===== config.mk =====
export PLATFORM = sky130hd
export DESIGN_NAME = pong_game_ctrl_flat
export DESIGN_NICKNAME = d
export VERILOG_FILES = /design/src/rtl/pong_pkg.sv /design/src/rtl/pong_game_ctrl_if.sv /design/src/rtl/pong_collide.sv /design/src/rtl/pong_game_ctrl.sv /design/src/flat_wrapper.sv
export SDC_FILE = /design/constraint.sdc
export NUM_CORES = 1
export LEC_CHECK = 0
export ABC_CLOCK_PERIOD_IN_PS = 4800
export BUFFER_PORTS_ARGS = -buffer_cell sky130_fd_sc_hd__buf_2
export CAP_MARGIN = 25
export CORE_MARGIN = 4
export CORE_UTILIZATION = 66
export CTS_BUF_LIST = sky130_fd_sc_hd__clkbuf_4 sky130_fd_sc_hd__clkbuf_8 sky130_fd_sc_hd__clkbuf_16
export CTS_CLUSTER_SIZE = 12
export DETAILED_ROUTE_END_ITERATION = 6
export HOLD_SLACK_MARGIN = 0.1
export PLACE_DENSITY = 0.87
export SLEW_MARGIN = 20
export SYNTH_ARGS = -nofsm -noshare
export SYNTH_HDL_FRONTEND = slang
export SYNTH_SLANG_ARGS = --single-unit

===== constraint.sdc =====
create_clock -name clk -period 4.8 [get_ports clk]
set_input_delay 0.96 -clock clk [delete_from_list [all_inputs] [get_ports clk]]
set_output_delay 0.96 -clock clk [all_outputs]
set_load 0.02 [all_outputs]

===== src/rtl/pong_pkg.sv =====
// Shared pong definitions: FSM encoding, screen/paddle/ball geometry defaults,
// the serve centre point and the ball state record.
package pong_pkg;

  typedef enum logic [2:0] {
    S_IDLE  = 3'd0,
    S_SERVE = 3'd1,
    S_MOVE  = 3'd2,
    S_CHECK = 3'd3,
    S_POINT = 3'd4,
    S_OVER  = 3'd5
  } state_t;

  localparam int DEF_SCREEN_W    = 640;
  localparam int DEF_SCREEN_H    = 480;
  localparam int DEF_BALL_SIZE   = 10;
  localparam int DEF_PADDLE_W    = 10;
  localparam int DEF_PADDLE_H    = 50;
  localparam int DEF_P1_X        = 20;
  localparam int DEF_P2_X        = 620;
  localparam int DEF_SPEED       = 2;
  localparam int DEF_WIN_SCORE   = 9;
  localparam int DEF_SERVE_DELAY = 60;

  localparam int CENTRE_X = 315;
  localparam int CENTRE_Y = 235;

  // All geometry compares run at this width so sums never wrap.
  typedef logic [11:0] coord_t;

  typedef struct packed {
    logic [10:0] x;
    logic [9:0]  y;
    logic        dir_r;
    logic        dir_d;
  } ball_t;

  function automatic logic [3:0] sat_inc(input logic [3:0] s, input logic [3:0] lim);
    return (s >= lim) ? lim : s + 4'd1;
  endfunction

endpackage


===== src/rtl/pong_game_ctrl_if.sv =====
// Game-controller bus: tick/start/paddle inputs and ball/score/status outputs.
interface pong_game_ctrl_if;
  logic        tick;
  logic        start;
  logic [9:0]  p1_pos;
  logic [9:0]  p2_pos;
  logic [10:0] ball_x;
  logic [9:0]  ball_y;
  logic [3:0]  score1;
  logic [3:0]  score2;
  logic        point;
  logic        game_over;
  logic [2:0]  state_o;

  modport master (
    output tick, start, p1_pos, p2_pos,
    input  ball_x, ball_y, score1, score2, point, game_over, state_o
  );

  modport slave (
    input  tick, start, p1_pos, p2_pos,
    output ball_x, ball_y, score1, score2, point, game_over, state_o
  );
endinterface


===== src/rtl/pong_collide.sv =====
// Combinational ball-vs-paddle overlap test; LEFT selects which X edge is inclusive.
module pong_collide
  import pong_pkg::*;
#(
  parameter int PX   = DEF_P1_X,
  parameter int PW   = DEF_PADDLE_W,
  parameter int PH   = DEF_PADDLE_H,
  parameter int BS   = DEF_BALL_SIZE,
  parameter bit LEFT = 1'b1
) (
  input  coord_t bx,
  input  coord_t by,
  input  coord_t pos,
  output logic   hit
);
  logic x_ov, y_ov;

  assign y_ov = (by + coord_t'(BS) > pos) && (by < pos + coord_t'(PH));

  generate
    if (LEFT) begin : g_left
      assign x_ov = (bx <= coord_t'(PX + PW)) && (bx + coord_t'(BS) > coord_t'(PX));
    end else begin : g_right
      assign x_ov = (bx + coord_t'(BS) >= coord_t'(PX)) && (bx < coord_t'(PX + PW));
    end
  endgenerate

  assign hit = x_ov && y_ov;
endmodule


===== src/rtl/pong_game_ctrl.sv =====
// Pong game sequencer: serve countdown, per-tick ball motion, paddle/miss
// checking and score keeping.
module pong_game_ctrl
  import pong_pkg::*;
#(
  parameter int SCREEN_W    = DEF_SCREEN_W,
  parameter int SCREEN_H    = DEF_SCREEN_H,
  parameter int BALL_SIZE   = DEF_BALL_SIZE,
  parameter int PADDLE_W    = DEF_PADDLE_W,
  parameter int PADDLE_H    = DEF_PADDLE_H,
  parameter int P1_X        = DEF_P1_X,
  parameter int P2_X        = DEF_P2_X,
  parameter int SPEED       = DEF_SPEED,
  parameter int WIN_SCORE   = DEF_WIN_SCORE,
  parameter int SERVE_DELAY = DEF_SERVE_DELAY
) (
  input  logic              clk,
  input  logic              reset,
  pong_game_ctrl_if.slave   bus
);
  localparam coord_t      MAX_X    = coord_t'(SCREEN_W - BALL_SIZE);
  localparam coord_t      MAX_Y    = coord_t'(SCREEN_H - BALL_SIZE);
  localparam coord_t      SPD      = coord_t'(SPEED);
  localparam coord_t      HIT1_X   = coord_t'(P1_X + PADDLE_W);
  localparam coord_t      HIT2_X   = coord_t'(P2_X - BALL_SIZE);
  localparam logic [3:0]  WIN      = 4'(WIN_SCORE);
  localparam logic [15:0] SERVE_LD = 16'(SERVE_DELAY);
  localparam ball_t       BALL_RST = '{x: 11'(CENTRE_X), y: 10'(CENTRE_Y),
                                       dir_r: 1'b1, dir_d: 1'b1};

  state_t      state, state_nx;
  ball_t       ball, ball_nx;
  logic [3:0]  score1, score2, score1_nx, score2_nx, inc_score;
  logic [15:0] serve_cnt, serve_nx;
  logic        left_scores, left_scores_nx;
  logic        hit1, hit2;
  coord_t      bx, by;

  assign bx = coord_t'(ball.x);
  assign by = coord_t'(ball.y);

  pong_collide #(.PX(P1_X), .PW(PADDLE_W), .PH(PADDLE_H), .BS(BALL_SIZE), .LEFT(1'b1))
    u_col_p1 (.bx(bx), .by(by), .pos(coord_t'(bus.p1_pos)), .hit(hit1));

  pong_collide #(.PX(P2_X), .PW(PADDLE_W), .PH(PADDLE_H), .BS(BALL_SIZE), .LEFT(1'b0))
    u_col_p2 (.bx(bx), .by(by), .pos(coord_t'(bus.p2_pos)), .hit(hit2));

  always_ff @(posedge clk or negedge reset) begin
    if (!reset) begin
      state       <= S_IDLE;
      ball        <= BALL_RST;
      score1      <= '0;
      score2      <= '0;
      serve_cnt   <= '0;
      left_scores <= 1'b0;
    end else begin
      state       <= state_nx;
      ball        <= ball_nx;
      score1      <= score1_nx;
      score2      <= score2_nx;
      serve_cnt   <= serve_nx;
      left_scores <= left_scores_nx;
    end
  end

  always_comb begin
    state_nx       = state;
    ball_nx        = ball;
    score1_nx      = score1;
    score2_nx      = score2;
    serve_nx       = serve_cnt;
    left_scores_nx = left_scores;
    inc_score      = '0;
    case (state)
      S_IDLE: begin
        ball_nx.x = BALL_RST.x;
        ball_nx.y = BALL_RST.y;
        if (bus.start) begin
          serve_nx = SERVE_LD;
          state_nx = S_SERVE;
        end
      end
      S_SERVE: begin
        if (bus.tick) begin
          if (serve_cnt == '0) state_nx = S_MOVE;
          else                 serve_nx = serve_cnt - 16'd1;
        end
      end
      S_MOVE: begin
        if (bus.tick) begin
          if (ball.dir_d) begin
            if (by + SPD >= MAX_Y) begin
              ball_nx.y     = 10'(MAX_Y);
              ball_nx.dir_d = 1'b0;
            end else begin
              ball_nx.y = 10'(by + SPD);
            end
          end else if (by < SPD) begin
            ball_nx.y     = 10'd0;
            ball_nx.dir_d = 1'b1;
          end else begin
            ball_nx.y = 10'(by - SPD);
          end
          if (ball.dir_r) ball_nx.x = (bx + SPD > MAX_X) ? 11'(MAX_X) : 11'(bx + SPD);
          else            ball_nx.x = (bx < SPD) ? 11'd0 : 11'(bx - SPD);
          state_nx = S_CHECK;
        end
      end
      S_CHECK: begin
        // Paddle hits are tested before misses so a late save still counts.
        state_nx = S_MOVE;
        if (!ball.dir_r && hit1) begin
          ball_nx.x     = 11'(HIT1_X);
          ball_nx.dir_r = 1'b1;
        end else if (ball.dir_r && hit2) begin
          ball_nx.x     = 11'(HIT2_X);
          ball_nx.dir_r = 1'b0;
        end else if (!ball.dir_r && bx <= SPD) begin
          left_scores_nx = 1'b0;
          state_nx       = S_POINT;
        end else if (ball.dir_r && bx >= MAX_X - SPD) begin
          left_scores_nx = 1'b1;
          state_nx       = S_POINT;
        end
      end
      S_POINT: begin
        inc_score = sat_inc(left_scores ? score1 : score2, WIN);
        if (left_scores) score1_nx = inc_score;
        else             score2_nx = inc_score;
        ball_nx.x     = BALL_RST.x;
        ball_nx.y     = BALL_RST.y;
        // Serve heads toward whoever conceded.
        ball_nx.dir_r = left_scores;
        if (inc_score == WIN) begin
          state_nx = S_OVER;
        end else begin
          serve_nx = SERVE_LD;
          state_nx = S_SERVE;
        end
      end
      S_OVER: begin
        ball_nx.x = BALL_RST.x;
        ball_nx.y = BALL_RST.y;
        if (bus.start) begin
          score1_nx = '0;
          score2_nx = '0;
          serve_nx  = SERVE_LD;
          state_nx  = S_SERVE;
        end
      end
      default: state_nx = S_IDLE;
    endcase
  end

  assign bus.ball_x    = ball.x;
  assign bus.ball_y    = ball.y;
  assign bus.score1    = score1;
  assign bus.score2    = score2;
  assign bus.point     = (state == S_POINT);
  assign bus.game_over = (state == S_OVER);
  assign bus.state_o   = state;
endmodule

===== src/flat_wrapper.sv =====
// flat-port wrapper written by rule: the top's interface ports become plain ports
module pong_game_ctrl_flat import pong_pkg::*;
#(
  parameter int SCREEN_W    = DEF_SCREEN_W,
  parameter int SCREEN_H    = DEF_SCREEN_H,
  parameter int BALL_SIZE   = DEF_BALL_SIZE,
  parameter int PADDLE_W    = DEF_PADDLE_W,
  parameter int PADDLE_H    = DEF_PADDLE_H,
  parameter int P1_X        = DEF_P1_X,
  parameter int P2_X        = DEF_P2_X,
  parameter int SPEED       = DEF_SPEED,
  parameter int WIN_SCORE   = DEF_WIN_SCORE,
  parameter int SERVE_DELAY = DEF_SERVE_DELAY
)
  (clk, reset, bus_tick, bus_start, bus_p1_pos, bus_p2_pos, bus_ball_x, bus_ball_y, bus_score1, bus_score2, bus_point, bus_game_over, bus_state_o);
  pong_game_ctrl_if bus_i ();
  input  logic clk;
  input  logic reset;
  input wire logic [$bits(bus_i.tick)-1:0] bus_tick;
  input wire logic [$bits(bus_i.start)-1:0] bus_start;
  input wire logic [$bits(bus_i.p1_pos)-1:0] bus_p1_pos;
  input wire logic [$bits(bus_i.p2_pos)-1:0] bus_p2_pos;
  output wire logic [$bits(bus_i.ball_x)-1:0] bus_ball_x;
  output wire logic [$bits(bus_i.ball_y)-1:0] bus_ball_y;
  output wire logic [$bits(bus_i.score1)-1:0] bus_score1;
  output wire logic [$bits(bus_i.score2)-1:0] bus_score2;
  output wire logic [$bits(bus_i.point)-1:0] bus_point;
  output wire logic [$bits(bus_i.game_over)-1:0] bus_game_over;
  output wire logic [$bits(bus_i.state_o)-1:0] bus_state_o;
  assign bus_i.tick = bus_tick;
  assign bus_i.start = bus_start;
  assign bus_i.p1_pos = bus_p1_pos;
  assign bus_i.p2_pos = bus_p2_pos;
  assign bus_ball_x = bus_i.ball_x;
  assign bus_ball_y = bus_i.ball_y;
  assign bus_score1 = bus_i.score1;
  assign bus_score2 = bus_i.score2;
  assign bus_point = bus_i.point;
  assign bus_game_over = bus_i.game_over;
  assign bus_state_o = bus_i.state_o;
  pong_game_ctrl #(.SCREEN_W(SCREEN_W), .SCREEN_H(SCREEN_H), .BALL_SIZE(BALL_SIZE), .PADDLE_W(PADDLE_W), .PADDLE_H(PADDLE_H), .P1_X(P1_X), .P2_X(P2_X), .SPEED(SPEED), .WIN_SCORE(WIN_SCORE), .SERVE_DELAY(SERVE_DELAY)) u_core (.clk(clk), .reset(reset), .bus(bus_i));
endmodule

== Yosys cells after proc, flatten, opt, wreduce, memory -nomap -nowiden ==
Cells that the tools add are included.
Operators by class
  shift-type cells: 0
  divide/modulo/power cells: 0
  bitwise logic cells: 2
  order comparisons: 15
  reduce and logical (&&, ||, !) cells: 30
  multiplexer cells: 41
  multipliers: 0
  add/subtract/negate cells: 10
  eq/ne operators: 16
Operator list (number)
  $mux 16: 4
  $mux 11: 5
  $pmux 16 s3: 1
  $pmux 11 s3: 1
  $mux 10: 3
  $mux 3: 9
  $gt 12x10->1: 2
  $add 10x6->11 const B: 2
  $lt 10x11->1: 2
  $mux 21: 1
  $mux 4: 5
  $pmux 10 s2: 1
  $logic_not 16->1: 1
  $pmux 4 s2: 2
  $sub 16x1->16 const B: 1
  $pmux 3 s5: 1
  $add 11x2->12 const B: 1
  $add 11x4->12 const B: 1
  $ge 12x10->1 const B: 1
  $ge 12x9->1 const B: 1
  $gt 12x10->1 const B: 1
  $gt 12x5->1 const B: 1
  $ne 2x2->1 const B: 6
  $add 10x2->11 const B: 1
  31 further kinds: 60
Storage, ports and cells
  flip-flop bits (word level): 51
  word-level logic and storage cells: 123
  memory bits (writable): 0
  output and inout bits: 34
  bits in latches: 0
  memory bits (read-only): 0
  input port bits: 24
  memories: 0

== Longest topological paths before layout ==
Gate-level depths: netlist of run 1.
  depth in word-level cells: 8
  mapped depth: 14
  gate-level depth less buffers: 13

== Modules after synthesis ==
From an unflattened synthesis of run 1, not the netlist that was laid out.
Unflattened totals
  cell total of the unflattened synthesis: 804
  area, all modules: 6283.5 um^2
Modules (own cells, without submodules)
  pong_game_ctrl: area an instance 4176.5 um^2, instances 1, cells each 505, sequential area each 1293.7 um^2
  pong_collide (u_core.u_col_p1): area an instance 1066.0 um^2, instances 1, cells each 151, sequential area each 0.0 um^2
  pong_collide (u_core.u_col_p2): area an instance 1041.0 um^2, instances 1, cells each 148, sequential area each 0.0 um^2

== Least setup slack after synthesis of run 1 ==
No wires, ideal clock.
  path kind: input to register
  start: input bus_p1_pos[1]
  end: register u_core.ball (netlist bit u_core.bus.ball_x[2])
  slack: 1398 ps
  required time: 4675 ps
  setup time: 125 ps
  arrival time: 3277 ps
  cell stages on the path: 10
  path buffers: 0
  path through: nand3_1 > and3_1 > or3_1 > xnor2_1 > ha_1 > o21a_1 > o32ai_1 > o2111ai_2 > a31oi_4 > mux2_2
Between the ends
  cells in the longest elaborated chain, start to end: 7
  elaborated cells on any way between the ends: 10
  classes of those cells: add/sub: 1; order compare: 2; eq/ne: 1; mux: 2; reduce/logical: 4
Ends and longest elaborated chain
  start, declared: RTL line flat_wrapper.sv:21  | input wire logic [$bits(bus_i.p1_pos)-1:0] bus_p1_pos;
  $add 10x6->11: RTL line pong_collide.sv:18  | assign y_ov = (by + coord_t'(BS) > pos) && (by < pos + coord_t'(PH));
  $lt 10x11->1: RTL line pong_collide.sv:18
  $logic_and 1x1->1 *: RTL line pong_collide.sv:18
  $logic_and 1x1->1 *: RTL line pong_collide.sv:28  | assign hit = x_ov && y_ov;
  $logic_and 1x1->1 *: RTL line pong_game_ctrl.sv:112  | if (!ball.dir_r && hit1) begin
  $ne 3x1->1 (no line) / $mux 11 (equally long branches)
  $reduce_and 3->1 (no line) / $pmux 11 s3 (equally long branches)
  end signal, assigned: RTL line pong_game_ctrl.sv:58  | ball <= ball_nx;
  end, declared: RTL line pong_game_ctrl.sv:32  | ball_t ball, ball_nx;
Every way passes the cells marked *; elsewhere a longest branch is shown, timed or not.
A chain may end at the register's enable or synchronous reset.

== Worst setup path after layout of run 1 ==
  start: register u_core.ball (netlist bit u_core.bus.ball_y[1])
  end: register u_core.ball (netlist bit u_core.bus.ball_x[2])
Between the ends
  cells in the longest elaborated chain, start to end: 7
  elaborated cells on any way between the ends: 15
  classes of those cells: add/sub: 1; order compare: 4; eq/ne: 1; mux: 2; reduce/logical: 7
Ends and longest elaborated chain (RTL line)
  $add 10x4->11: pong_collide.sv:18
  $gt 12x10->1: pong_collide.sv:18
  $logic_and 1x1->1: pong_collide.sv:18
  $logic_and 1x1->1: pong_collide.sv:28
  $logic_and 1x1->1 (on tied branches): pong_game_ctrl.sv:115, pong_game_ctrl.sv:112
  $ne 3x1->1 (no line) / $mux 11 (equally long branches)
  $reduce_and 3->1 (no line) / $pmux 11 s3 (equally long branches)
Several ways; a longest one is shown, not always the timed one.

==> summary.md, run 1 <==
| Metric | Value |
|---|---|
| VDD IR max | 0.000386 V |
| F_max | 263 MHz |
| Primary FF master, synth | dfrtp_1 |
| Last weighted congestion value of the routability-driven placer | 0.969 |
| Die H | 99.9 microns |
| H-tree depth | 2 |
| Worst Hold Depth | 1 |
| Drt drc | 0 |
| Fin. max-slew vios | 0 |
| Crit-path max FO | 13 |
| Syn avg cell area | 7.59 sq um |
| Hold Path Origin | u_core.serve_cnt[11] |
| Largest net degree at the start of global routing | 52 |
| Top Metal Used | met4 |
| Metal2 WL | 7070 microns |
| Min-delay worst type | reg2reg |
| Slew @ Worst Pin | 0.869 ns |
| Syn. warnings | 0 |
| Post-synth top area cell | dfrtp_1 |
| Worst Path Arrival | 4.00 ns |
| Kind of end point of the critical path | flop |
| Vias in the first global route | 5369 |
| Worst Setup Path Type | reg2reg |
| Die area | 9970 sq um |
| Routed wire length | 14600 microns |
| Storage cell area | 1290 sq um |
| Via-per-instance ratio | 6.69 |
| R2r setup slk | 1.00 ns |
| First-pass GRT wire length | 25100 microns |
| Post-layout min period | 3.80 ns |
| Most common cell in the netlist | nor2_1 |
| Hold EP | u_core.serve_cnt[11] |
| Overflow after GRT | 0 |
| Site Rows | 33 |
| Final period utilization | 0.791 |
| Area occupied by multi-input gates | 3770 sq um |
| Worst R2R Path Depth | 12 |
| Drt first pass iters | 5 |
| RSZ-0062 raised after global routing | no |
| CTS tree | done |
| Hold Buf Count CTS | 0 |
| Core area | 8220 sq um |
| Post-DP HPWL | 10700 microns |
| Met3 WL | 1170 microns |
| Headroom to the max-slew limit | 0.416 |
| DR vias | 5662 |
| Post-Route Skew | 0.0137 ns |
| Cells after synthesis | 734 |
| Status | completed |
| Number of synthesized flops with an enable pin | 0 |
| Yosys reg bits | 51 |
| 1st-iter DRT viols | 606 |
| Reg2reg end | u_core.bus.ball_x[2] |
| Leak | 2.48 nW |
| Die Wd | 99.9 microns |
| TritonCTS Sinks | 51 |
| Root buf cell | clkbuf_8 |
| Inserted Clock Buffers | 5 |
| Antenna-violating nets left | 0 |
| Pwr Density | 567 nW/um^2 |
| Mapped cell area | 5570 sq um |
| Initial antenna violation count | 0 |
| Endpoints failing hold | 0 |
| Top cells by count, synth | 67 x nor2_1, 66 x nand2_1, 57 x o21ai_0 |
| Setup-failing EPs final | 0 |
| Final core occ | 0.703 |
| Final net count | 814 |
| Net Count, Synth | 808 |
| All-layer global routing usage | 0.301 |
| Share of the synthesized area in the top cell type | 0.166 |
| Post-CTS sizing | 0 |
| Initial Utilization | 0.678 |
| Critical path launch point type | flop |
| I/O Pins | 58 |
| WL met1 | 6120 microns |
| Distinct cells, synth | 71 |
| Clock Tree Buf Depth | 2 |
| # Post-CTS Setup Buffers | 0 |
| Synthesis-to-finish area growth | 3.73% |
| Clock Latency Late Sink | 0.31 ns |
| Total negative slack | 0 ns |
| Reg clk slew, reported paths | 0.10 ns |
| Layout cell share with drive strength beyond 1 | 0.127 |
| FILL cells | 691 |
| Drt wl/cell | 17.3 microns |
| Ranking of synthesized cells by area | dfrtp_1 17%, ha_1 11%, dfstp_2 6.6% |
| Antenna cells | 0 |
| Required @ worst endpoint | 5.01 ns |
| Port bufs | 57 |
| Total of max-cap violations | 0 |
| Reg-to-reg startpoint | u_core.bus.ball_y[1] |
| Async SR Flop Fraction | 1.00 |
| Sequential share of the synthesized area | 0.232 |
## worst max-delay path by stage
stage / start / endpoint / slack [ns] / depth (start not counted)
finish: u_core.bus.ball_y[1] / u_core.bus.ball_x[2] / 1.00 / 12
floorplan: bus_p1_pos[1] / u_core.bus.ball_x[2] / 1.40 / 10
global placement: bus_p1_pos[3] / u_core.bus.ball_x[2] / 1.03 / 11
CTS: u_core.bus.ball_y[1] / u_core.bus.ball_x[2] / 1.06 / 12
detailed placement: bus_p2_pos[1] / u_core.bus.ball_x[2] / 0.99 / 13
global route: u_core.bus.ball_y[2] / u_core.bus.ball_x[2] / 0.68 / 12
## layout by cell type, fill, tap and decap left out, types with 10 or more instances in the layout
| cell | instances |
|---|---|
| a21oi_1 | 47 |
| a31oi_1 | 10 |
| and3_1 | 13 |
| buf_2 | 57 |
| dfrtp_1 | 37 |
| dfstp_2 | 14 |
| ha_1 | 50 |
| inv_1 | 46 |
| nand2_1 | 66 |
| nand3_1 | 25 |
| nand4_1 | 11 |
| nor2_1 | 67 |
| nor3_1 | 19 |
| o21ai_0 | 57 |
| xnor2_1 | 28 |
## metal layers
| layer | vias to the layer above | track usage |
|---|---|---|
| met2 | 279 | 0.508 |
| met1 | 2678 | 0.401 |
| met3 | 34 | 0.0354 |
| met5 | - | 0 |
| met4 | 0 | 0.0998 |
| li1 | 2671 | - |
## flip-flops by register name (all words and copies together), names as in the netlist
| name | flops |
|---|---|
| u_core.ball | 2 |
| u_core.bus.ball_x | 11 |
| u_core.bus.ball_y | 10 |
| u_core.bus.score1 | 4 |
| u_core.bus.score2 | 4 |
| u_core.bus.state_o | 3 |
| u_core.left_scores | 1 |
| u_core.serve_cnt | 16 |
## cell families (layout without fill, tap and decap cells)
group | Yosys count | after routing | synth area share
adders and majority gates | 50 | 50 | 0.112
and+or+nand+nor | 266 | 266 | 0.237
AOI/OAI and AO/OA | 217 | 217 | 0.255
DFF | 51 | 51 | 0.232
muxes | 12 | 12 | 0.0227
buffers and inverters | 106 | 113 | 0.0907
xor gates and xnor gates | 32 | 32 | 0.0503
## through the flow
step / power (W) / instances / instance area (sq um) / setup slack, ns / hold WS [ns]
finish: 0.00328 / 846 / 5780 / 1.00 / 0.514
global route: 0.00359 / 846 / 5780 / 0.685 / 0.537
CTS: 0.00325 / 846 / 5780 / 1.06 / 0.515
detailed placement: 0.00293 / 838 / 5670 / 0.990 / 0.495
global placement: 0.00284 / 838 / 5670 / 1.03 / 0.468
floorplan: 0.00251 / 734 / 5570 / 1.40 / 0.449
## worst max-delay path: stages, from the launching register on
cell	delay [ns]
dfstp_2	0.67
ha_1	0.37
o21ai_0	0.22
nor2_1	0.19
xor2_1	0.11
ha_1	0.31
o21ai_0	0.07
o21ai_0	0.17
o211ai_1	0.12
a31oi_1	0.22
o2111ai_2	0.39
a31oi_4	0.47
mux2_2	0.37
## area by class of cell
type	count	share of cell area
clock buffer	5	0.0119
clock inverter	3	0.00758
inverter	47	0.0305
multi-input combinational	577	0.653
sequential	51	0.224
tap	105	0.0227
timing repair buffer	58	0.0507
## power by group
group	leakage, nW	total [W]	internal (W)	switching, W
clock network	0.0581	0.000301	0.000155	0.000145
logic	1.81	0.00195	0.000782	0.00117
registers	0.607	0.00103	0.000620	0.000408
Power figures use the tool's default switching activity.
==> inputs of run 2 (changes only) <==
--- a/config.mk
+++ b/config.mk
@@ -5,16 +5,16 @@
 export SDC_FILE = /design/constraint.sdc
 export NUM_CORES = 1
 export LEC_CHECK = 0
-export ABC_CLOCK_PERIOD_IN_PS = 4800
+export ABC_CLOCK_PERIOD_IN_PS = 3900
 export BUFFER_PORTS_ARGS = -buffer_cell sky130_fd_sc_hd__buf_2
 export CAP_MARGIN = 25
 export CORE_MARGIN = 4
-export CORE_UTILIZATION = 66
+export CORE_UTILIZATION = 61
 export CTS_BUF_LIST = sky130_fd_sc_hd__clkbuf_4 sky130_fd_sc_hd__clkbuf_8 sky130_fd_sc_hd__clkbuf_16
 export CTS_CLUSTER_SIZE = 12
 export DETAILED_ROUTE_END_ITERATION = 6
 export HOLD_SLACK_MARGIN = 0.1
-export PLACE_DENSITY = 0.87
+export PLACE_DENSITY = 0.81
 export SLEW_MARGIN = 20
 export SYNTH_ARGS = -nofsm -noshare
 export SYNTH_HDL_FRONTEND = slang
==> constraint.sdc (replaced) <==
create_clock -name clk -period 3.9 [get_ports clk]
set_input_delay 0.78 -clock clk [delete_from_list [all_inputs] [get_ports clk]]
set_output_delay 0.78 -clock clk [all_outputs]
set_load 0.02 [all_outputs]
==> run 2 against run 1 <==
Worst setup slack worse by 0.67 ns. Global-route usage down 2.1 points. Clock-buffer cell count unchanged. Register-to-register slack worse by 0.67 ns. Cell area increased by 1.5%. Worst hold slack worse by 0.091 ns. Fmax increased by 6.5%. Die area up 7.5%. Largest cell class unchanged.
==> summary.md, run 2 (synthesis gave the netlist of run 1 again) <==
| Metric | Value |
|---|---|
| Status | completed |
| Reg2reg end | u_core.bus.ball_x[2] |
| Vias in the first global route | 5410 (+0.76%) |
| Die area | 10700 sq um (+7.5%) |
| Crit-path max FO | 13 (unchanged) |
| Total negative slack | 0 ns (unchanged) |
| Routing usage on met1 | 0.385 (-0.0155) |
| Switch Pwr | 0.00214 W (+24%) |
| Die H | 104 microns (+3.7%) |
| I/O Pins | 58 (unchanged) |
| Layout cell share with drive strength beyond 1 | 0.141 (+0.0141) |
| Clock Latency Late Sink | 0.30 ns (about the same) |
| Root buf cell | clkbuf_8 |
| DR vias | 5629 (-0.58%) |
| Drt wl/cell | 17.6 microns (+1.9%) |
| Crit path max-delay family | compound AO/OA/AOI/OAI gates |
| Port bufs | 57 (unchanged) |
| Combinational power share | 0.617 (+0.022) |
| RSZ-0062 raised after global routing | no |
| Die Wd | 104 microns (+3.7%) |
| Max reg flops | 16 (unchanged) |
| Kind of end point of the critical path | flop |
| Drt first pass iters | 5 (unchanged) |
| Slew @ Worst Pin | 0.732 ns (-0.137 ns) |
| Worst R2R Path Depth | 12 (unchanged) |
| CTS tree | done |
| R2r setup slk | 0.34 ns (-0.67 ns) |
| Seq pwr share | 0.291 (-0.022) |
| Headroom to the max-slew limit | 0.508 (+0.0921) |
| Reg-to-reg startpoint | u_core.bus.ball_y[1] |
| Commonest non-fill, non-tap cells in the layout | 67 x nor2_1, 66 x nand2_1, 57 x o21ai_0, 57 x buf_2, 49 x ha_1 |
| Slowest stage cell, crit path | dfstp_2 |
| Antenna-violating nets left | 0 (unchanged) |
| Commonest non-fill, non-tap cell in the layout | nor2_1 |
| VDD IR max | 0.000433 V (+12%) |
| Setup-failing EPs final | 0 (unchanged) |
| Critical path launch point type | flop |
| 1st-iter DRT viols | 461 (-24%) |
| Largest Register | u_core.serve_cnt |
| Synthesis-to-finish area growth | 5.32% |
| Clock Tree Buf Depth | 2 (unchanged) |
| F_max | 281 MHz (+6.5%) |
| Post-layout min period | 3.56 ns (-0.233 ns) |
| Via-per-instance ratio | 6.55 (-2.2%) |
| Placed Area | 5740 sq um (+1.4%) |
| Initial Utilization | 0.633 (-0.0454) |
| Core area | 8810 sq um (+7.2%) |
| Initial antenna violation count | 0 (unchanged) |
| Final period utilization | 0.913 (+0.123) |
| Reg clk slew, reported paths | 0.10 ns (about the same) |
| Antenna cells | 0 (unchanged) |
| Power Internal | 0.00196 W (+26%) |
| Met3 Track Usage GR | 0.0317 (-0.00372) |
| Total power | 0.00410 W (+25%) |
| Last weighted congestion value of the routability-driven placer | 0.951 (-1.9%) |
| TritonCTS Sinks | 51 (unchanged) |
| Worst Setup Path Type | reg2reg |
| Layer with the highest usage | met2 |
| Total of max-cap violations | 0 (unchanged) |
| Post-DP HPWL | 11300 microns (+5.5%) |
| Pwr Density | 699 nW/um^2 (+23%) |
| Post-Route Skew | 0.00536 ns (-0.00839 ns) |
| Worst Path Arrival | 3.76 ns (-0.24 ns) |
| Inserted Clock Buffers | 5 (unchanged) |
| Setup crit start | u_core.bus.ball_y[1] |
| Required @ worst endpoint | 4.10 ns (-0.91 ns) |
| Cell depth of the worst setup path | 12 (unchanged) |
| Drt drc | 0 (unchanged) |
| Site Rows | 34 (+3.0%) |
| Final net count | 825 (+1.4%) |
| Switch share | 0.522 (-0.00361) |
| Bufs and invs on worst path | 0 (unchanged) |
| First-pass GRT wire length | 25700 microns (+2.4%) |
| Post-Layout Cell Count | 860 (+1.7%) |
| Min-delay worst type | in2async |
| Max incr delay on CP | 0.69 ns (+0.02 ns) |
| H-tree depth | 2 (unchanged) |
| Routed wire length | 15200 microns (+3.5%) |
| Placed Cells | 851 (+1.6%) |
| All-layer global routing usage | 0.279 (-0.0213) |
| Leak | 2.53 nW (+2.0%) |
| Fin. max-slew vios | 0 (unchanged) |
| Fin area | 5870 sq um (+1.5%) |
| Worst setup path end | u_core.bus.ball_x[2] |
| Clk network pwr share | 0.092 (about the same) |
| Endpoints failing hold | 0 (unchanged) |
| Worst-path cell chain | ha_2 -> o21ai_0 -> nor2_1 -> xnor2_1 -> ha_1 -> nand2_1 -> or4_1 -> o2111ai_1 -> a31oi_1 -> o211ai_1 -> a31oi_4 -> mux2_2 |
| Overflow after GRT | 0 (unchanged) |
| Met2 GRT Util | 0.471 (-0.0379) |
| Largest net degree at the start of global routing | 31 (-40%) |
run 2: metrics by stage:
step / utilization / setup WS, ns / hold WS, ns
final: 0.666 / 0.338 / 0.423
after global routing: 0.666 / 0.0728 / 0.457
after CTS: 0.665 / 0.130 / 0.438
after detailed placement: 0.652 / 0.175 / 0.494
after global placement: 0.652 / 0.336 / 0.468
after floorplan: - / 0.642 / 0.449
run 2: metal layers:
layer | up-vias | wire [microns]
li1 | 2700 | -
met2 | 227 | 7220
met3 | 21 | 955
met4 | 0 | 212
met1 | 2681 | 6770
met5 | - | 0
run 2: worst min path at each step:
stage                            to  depth (start not counted)  slack (ns)            startpoint
2_1_floorplan  u_core.serve_cnt[12]                          2        0.45  u_core.serve_cnt[12]
6_report       u_core.bus.ball_y[2]                          1        0.42                 reset
3_3_place_gp   u_core.serve_cnt[12]                          2        0.47  u_core.serve_cnt[12]
3_5_place_dp    u_core.serve_cnt[0]                          1        0.49   u_core.serve_cnt[0]
4_1_cts        u_core.bus.ball_y[4]                          1        0.44                 reset
5_1_grt        u_core.bus.ball_y[4]                          1        0.46                 reset
run 2: worst reg2reg max path: stages, from the launching register on:
cell,delay (ns)
dfstp_2,0.69
ha_2,0.32
o21ai_0,0.17
nor2_1,0.17
xnor2_1,0.12
ha_1,0.31
nand2_1,0.07
or4_1,0.53
o2111ai_1,0.20
a31oi_1,0.07
o211ai_1,0.21
a31oi_4,0.25
mux2_2,0.34
run 2: power by group through the flow:
| stage | clock, W | combinational [W] | sequential (W) |
|---|---|---|---|
| finish | 0.000378 | 0.00253 | 0.00119 |
| global route | 0.000404 | 0.00282 | 0.00125 |
| CTS | 0.000386 | 0.00249 | 0.00118 |
| detailed placement | 0 | 0.00248 | 0.00119 |
| global placement | 0 | 0.00240 | 0.00117 |
| floorplan | 0 | 0.00212 | 0.000972 |
run 2: layout make-up:
cell class | instances | area (sq um)
Clock buffer | 5 | 68.8
Clock inverter | 3 | 43.8
Fill cell | 771 | 2940
Inverter | 47 | 176
Multi-Input combinational cell | 577 | 3770
Sequential cell | 51 | 1290
Tap cell | 108 | 135
Timing Repair Buffer | 69 | 375
run 2: repair_timing:
action                     in CTS  in global routing
gates resized for setup         0                  1
setup endpoints to repair       0                 10
hold buffers                    0                  0
buffers inserted                0                  1
==> inputs of run 3 (changes only) <==
--- a/config.mk
+++ b/config.mk
@@ -15,6 +15,7 @@
 export DETAILED_ROUTE_END_ITERATION = 6
 export HOLD_SLACK_MARGIN = 0.1
 export PLACE_DENSITY = 0.81
+export RECOVER_POWER = 50
 export SLEW_MARGIN = 20
 export SYNTH_ARGS = -nofsm -noshare
 export SYNTH_HDL_FRONTEND = slang
==> run 3 against run 2 <==
The flow now finishes with violations (capacitance limit, slew limit). Fmax fell by 1.1%. Worst hold slack improved by 0.082 ns. Critical path depth unchanged. Cell count stayed put. Clock power about the same. Utilization shrank 0.37 points.
==> summary.md, run 3 (synthesis gave the netlist of run 1 again) <==
| Metric | Value |
|---|---|
| Status | finished with violations |
| Failing checks | capacitance limit, slew limit |
| Kind of end point of the critical path | flop |
| Final net count | 825 (unchanged) |
| Pwr Density | 699 nW/um^2 (about the same) |
| Die area | 10700 sq um (unchanged) |
| Clock Tree Buf Depth | 2 (unchanged) |
| Post-DP HPWL | 11300 microns (unchanged) |
| Worst Path Arrival | 3.80 ns (+0.04 ns) |
| Largest Register | u_core.serve_cnt |
| Synthesis-to-finish area growth | 4.74% |
| Root buf cell | clkbuf_8 |
| Post-layout min period | 3.60 ns (+0.0386 ns) |
| F_max | 278 MHz (-1.1%) |
| Inserted Clock Buffers | 5 (unchanged) |
| FILL cells | 787 (+2.1%) |
| Via-per-instance ratio | 6.53 (-0.25%) |
| Routed wire length | 15200 microns (+0.26%) |
| Worst-path cell chain | clkbuf_1 -> a21oi_1 -> nor3_1 -> xnor2_1 -> ha_1 -> nand2_1 -> or4_1 -> o2111ai_1 -> a31oi_1 -> o211ai_1 -> a31oi_4 -> mux2_2 |
| Endpoints failing hold | 0 (unchanged) |
| 1st-iter DRT viols | 464 (+0.65%) |
| Bufs and invs on worst path | 1 (+1) |
| Commonest non-fill, non-tap cell in the layout | nor2_1 |
| H-tree depth | 2 (unchanged) |
| Cell depth of the worst setup path | 12 (unchanged) |
| Reg clk slew, reported paths | 0.10 ns (about the same) |
| Initial Utilization | 0.633 (unchanged) |
| Antenna-violating nets left | 0 (unchanged) |
| Clock Latency Late Sink | 0.30 ns (about the same) |
| Crit-path max FO | 11 (-2) |
| Placed Cells | 851 (unchanged) |
| Headroom to the max-slew limit | -0.119 (-0.627) |
| I/O Pins | 58 (unchanged) |
| Reg2reg end | u_core.bus.ball_x[2] |
| DR vias | 5615 (-0.25%) |
| Largest net degree at the start of global routing | 31 (unchanged) |
| Setup crit start | u_core.bus.ball_y[2] |
| Last weighted congestion value of the routability-driven placer | 0.951 (unchanged) |
| Worst Hold Depth | 1 |
| Die H | 104 microns (unchanged) |
| Drt first pass iters | 7 (+2) |
| Required @ worst endpoint | 4.10 ns (about the same) |
| Leak | 2.47 nW (-2.2%) |
| Site Rows | 34 (unchanged) |
| CTS tree | done |
| Vias in the first global route | 5410 (unchanged) |
| Fin. max-slew vios | 31 (+31) |
| Slew @ Worst Pin | 1.68 ns (+0.947 ns) |
| Drt drc | 0 (unchanged) |
| Worst setup path end | u_core.bus.ball_x[2] |
| Critical path launch point type | flop |
| Overflow after GRT | 0 (unchanged) |
| Post-Layout Cell Count | 860 (unchanged) |
| Reg-to-reg startpoint | u_core.bus.ball_y[2] |
| Antenna cells | 0 (unchanged) |
| Drt wl/cell | 17.7 microns (+0.26%) |
| Max reg flops | 16 (unchanged) |
| RSZ-0062 raised after global routing | no |
| Total negative slack | 0 ns (unchanged) |
| Max incr delay on CP | 0.49 ns (-0.20 ns) |
| Total of max-cap violations | 1 (+1) |
| Min-delay worst type | reg2reg |
| Layout cell share with drive strength beyond 1 | 0.117 (-0.0239) |
| TritonCTS Sinks | 51 (unchanged) |
| Setup-failing EPs final | 0 (unchanged) |
| Post-Route Skew | 0.00676 ns (+0.00140 ns) |
| Worst R2R Path Depth | 12 (unchanged) |
| Commonest non-fill, non-tap cells in the layout | 67 x nor2_1, 66 x nand2_1, 57 x o21ai_0 |
| VDD IR max | 0.000433 V (about the same) |
| Final period utilization | 0.923 (+0.00990) |
| Hold Buf Count CTS | 0 (unchanged) |
| Worst Setup Path Type | reg2reg |
| Crit path max-delay family | compound AO/OA/AOI/OAI gates |
| Die Wd | 104 microns (unchanged) |
| Slowest stage cell, crit path | or4_1 |
| Port bufs | 57 (unchanged) |
| Initial antenna violation count | 0 (unchanged) |
| Core area | 8810 sq um (unchanged) |
| All-layer global routing usage | 0.279 (unchanged) |
| R2r setup slk | 0.30 ns (-0.04 ns) |
| First-pass GRT wire length | 25700 microns (unchanged) |
[run 3: routing by layer]
layer,wire length [microns],vias to the layer above,share of wire,track usage
met3,1050,20,0.069,0.0317
li1,-,2691,-,-
met1,6650,2672,0.44,0.385
met5,0,-,0,0
met4,190,0,0.013,0.0703
met2,7310,232,0.48,0.471
[run 3: worst min path at each step]
stage / slack [ns] / end / start
final: 0.51 / u_core.serve_cnt[0] / u_core.serve_cnt[0]
after global routing: 0.56 / u_core.serve_cnt[1] / u_core.serve_cnt[1]
after CTS: 0.44 / u_core.bus.ball_y[4] / reset
after detailed placement: 0.49 / u_core.serve_cnt[0] / u_core.serve_cnt[0]
after global placement: 0.47 / u_core.serve_cnt[12] / u_core.serve_cnt[12]
after floorplan: 0.45 / u_core.serve_cnt[12] / u_core.serve_cnt[12]
[run 3: repair_timing]
action,4_1_cts,5_1_grt
buffers inserted,0,1
resized for setup,0,1
endpoints found under the setup margin,0,10
endpoints found under the hold margin,0,0
[run 3: final cells by class]
cell class	count	area (sq um)	area share
inverters	47	176	0.0302
well taps	108	135	0.0232
multi-input cells	577	3770	0.647
flip-flops and latches	51	1290	0.222
clock inverters	3	43.8	0.00751
clock buffers	5	68.8	0.0118
repair buffers	69	343	0.0588
[run 3: metrics by stage]
step | utilization | hold slack, ns | setup slack (ns) | area [sq um] | power (W)
after floorplan | - | 0.449 | 0.642 | 5570 | 0.00309
after global placement | 0.652 | 0.468 | 0.336 | 5740 | 0.00357
after detailed placement | 0.652 | 0.494 | 0.175 | 5740 | 0.00367
after CTS | 0.665 | 0.438 | 0.130 | 5860 | 0.00406
after global routing | 0.663 | 0.560 | 0.0445 | 5830 | 0.00445
final | 0.663 | 0.506 | 0.299 | 5830 | 0.00408
[run 3: worst reg2reg max path, stage by stage (launching register included)]
cell and delay (ns):
dfrtp_1 0.37, clkbuf_1 0.46, a21oi_1 0.25, nor3_1 0.27
xnor2_1 0.17, ha_1 0.33, nand2_1 0.08, or4_1 0.49
o2111ai_1 0.20, a31oi_1 0.07, o211ai_1 0.21, a31oi_4 0.25
mux2_2 0.34
[run 3: where the power goes]
group	switching (W)	internal, W
Combinational	0.00153	0.000986
Sequential	0.000429	0.000763
Clock	0.000184	0.000191
Total	0.00214	0.00194
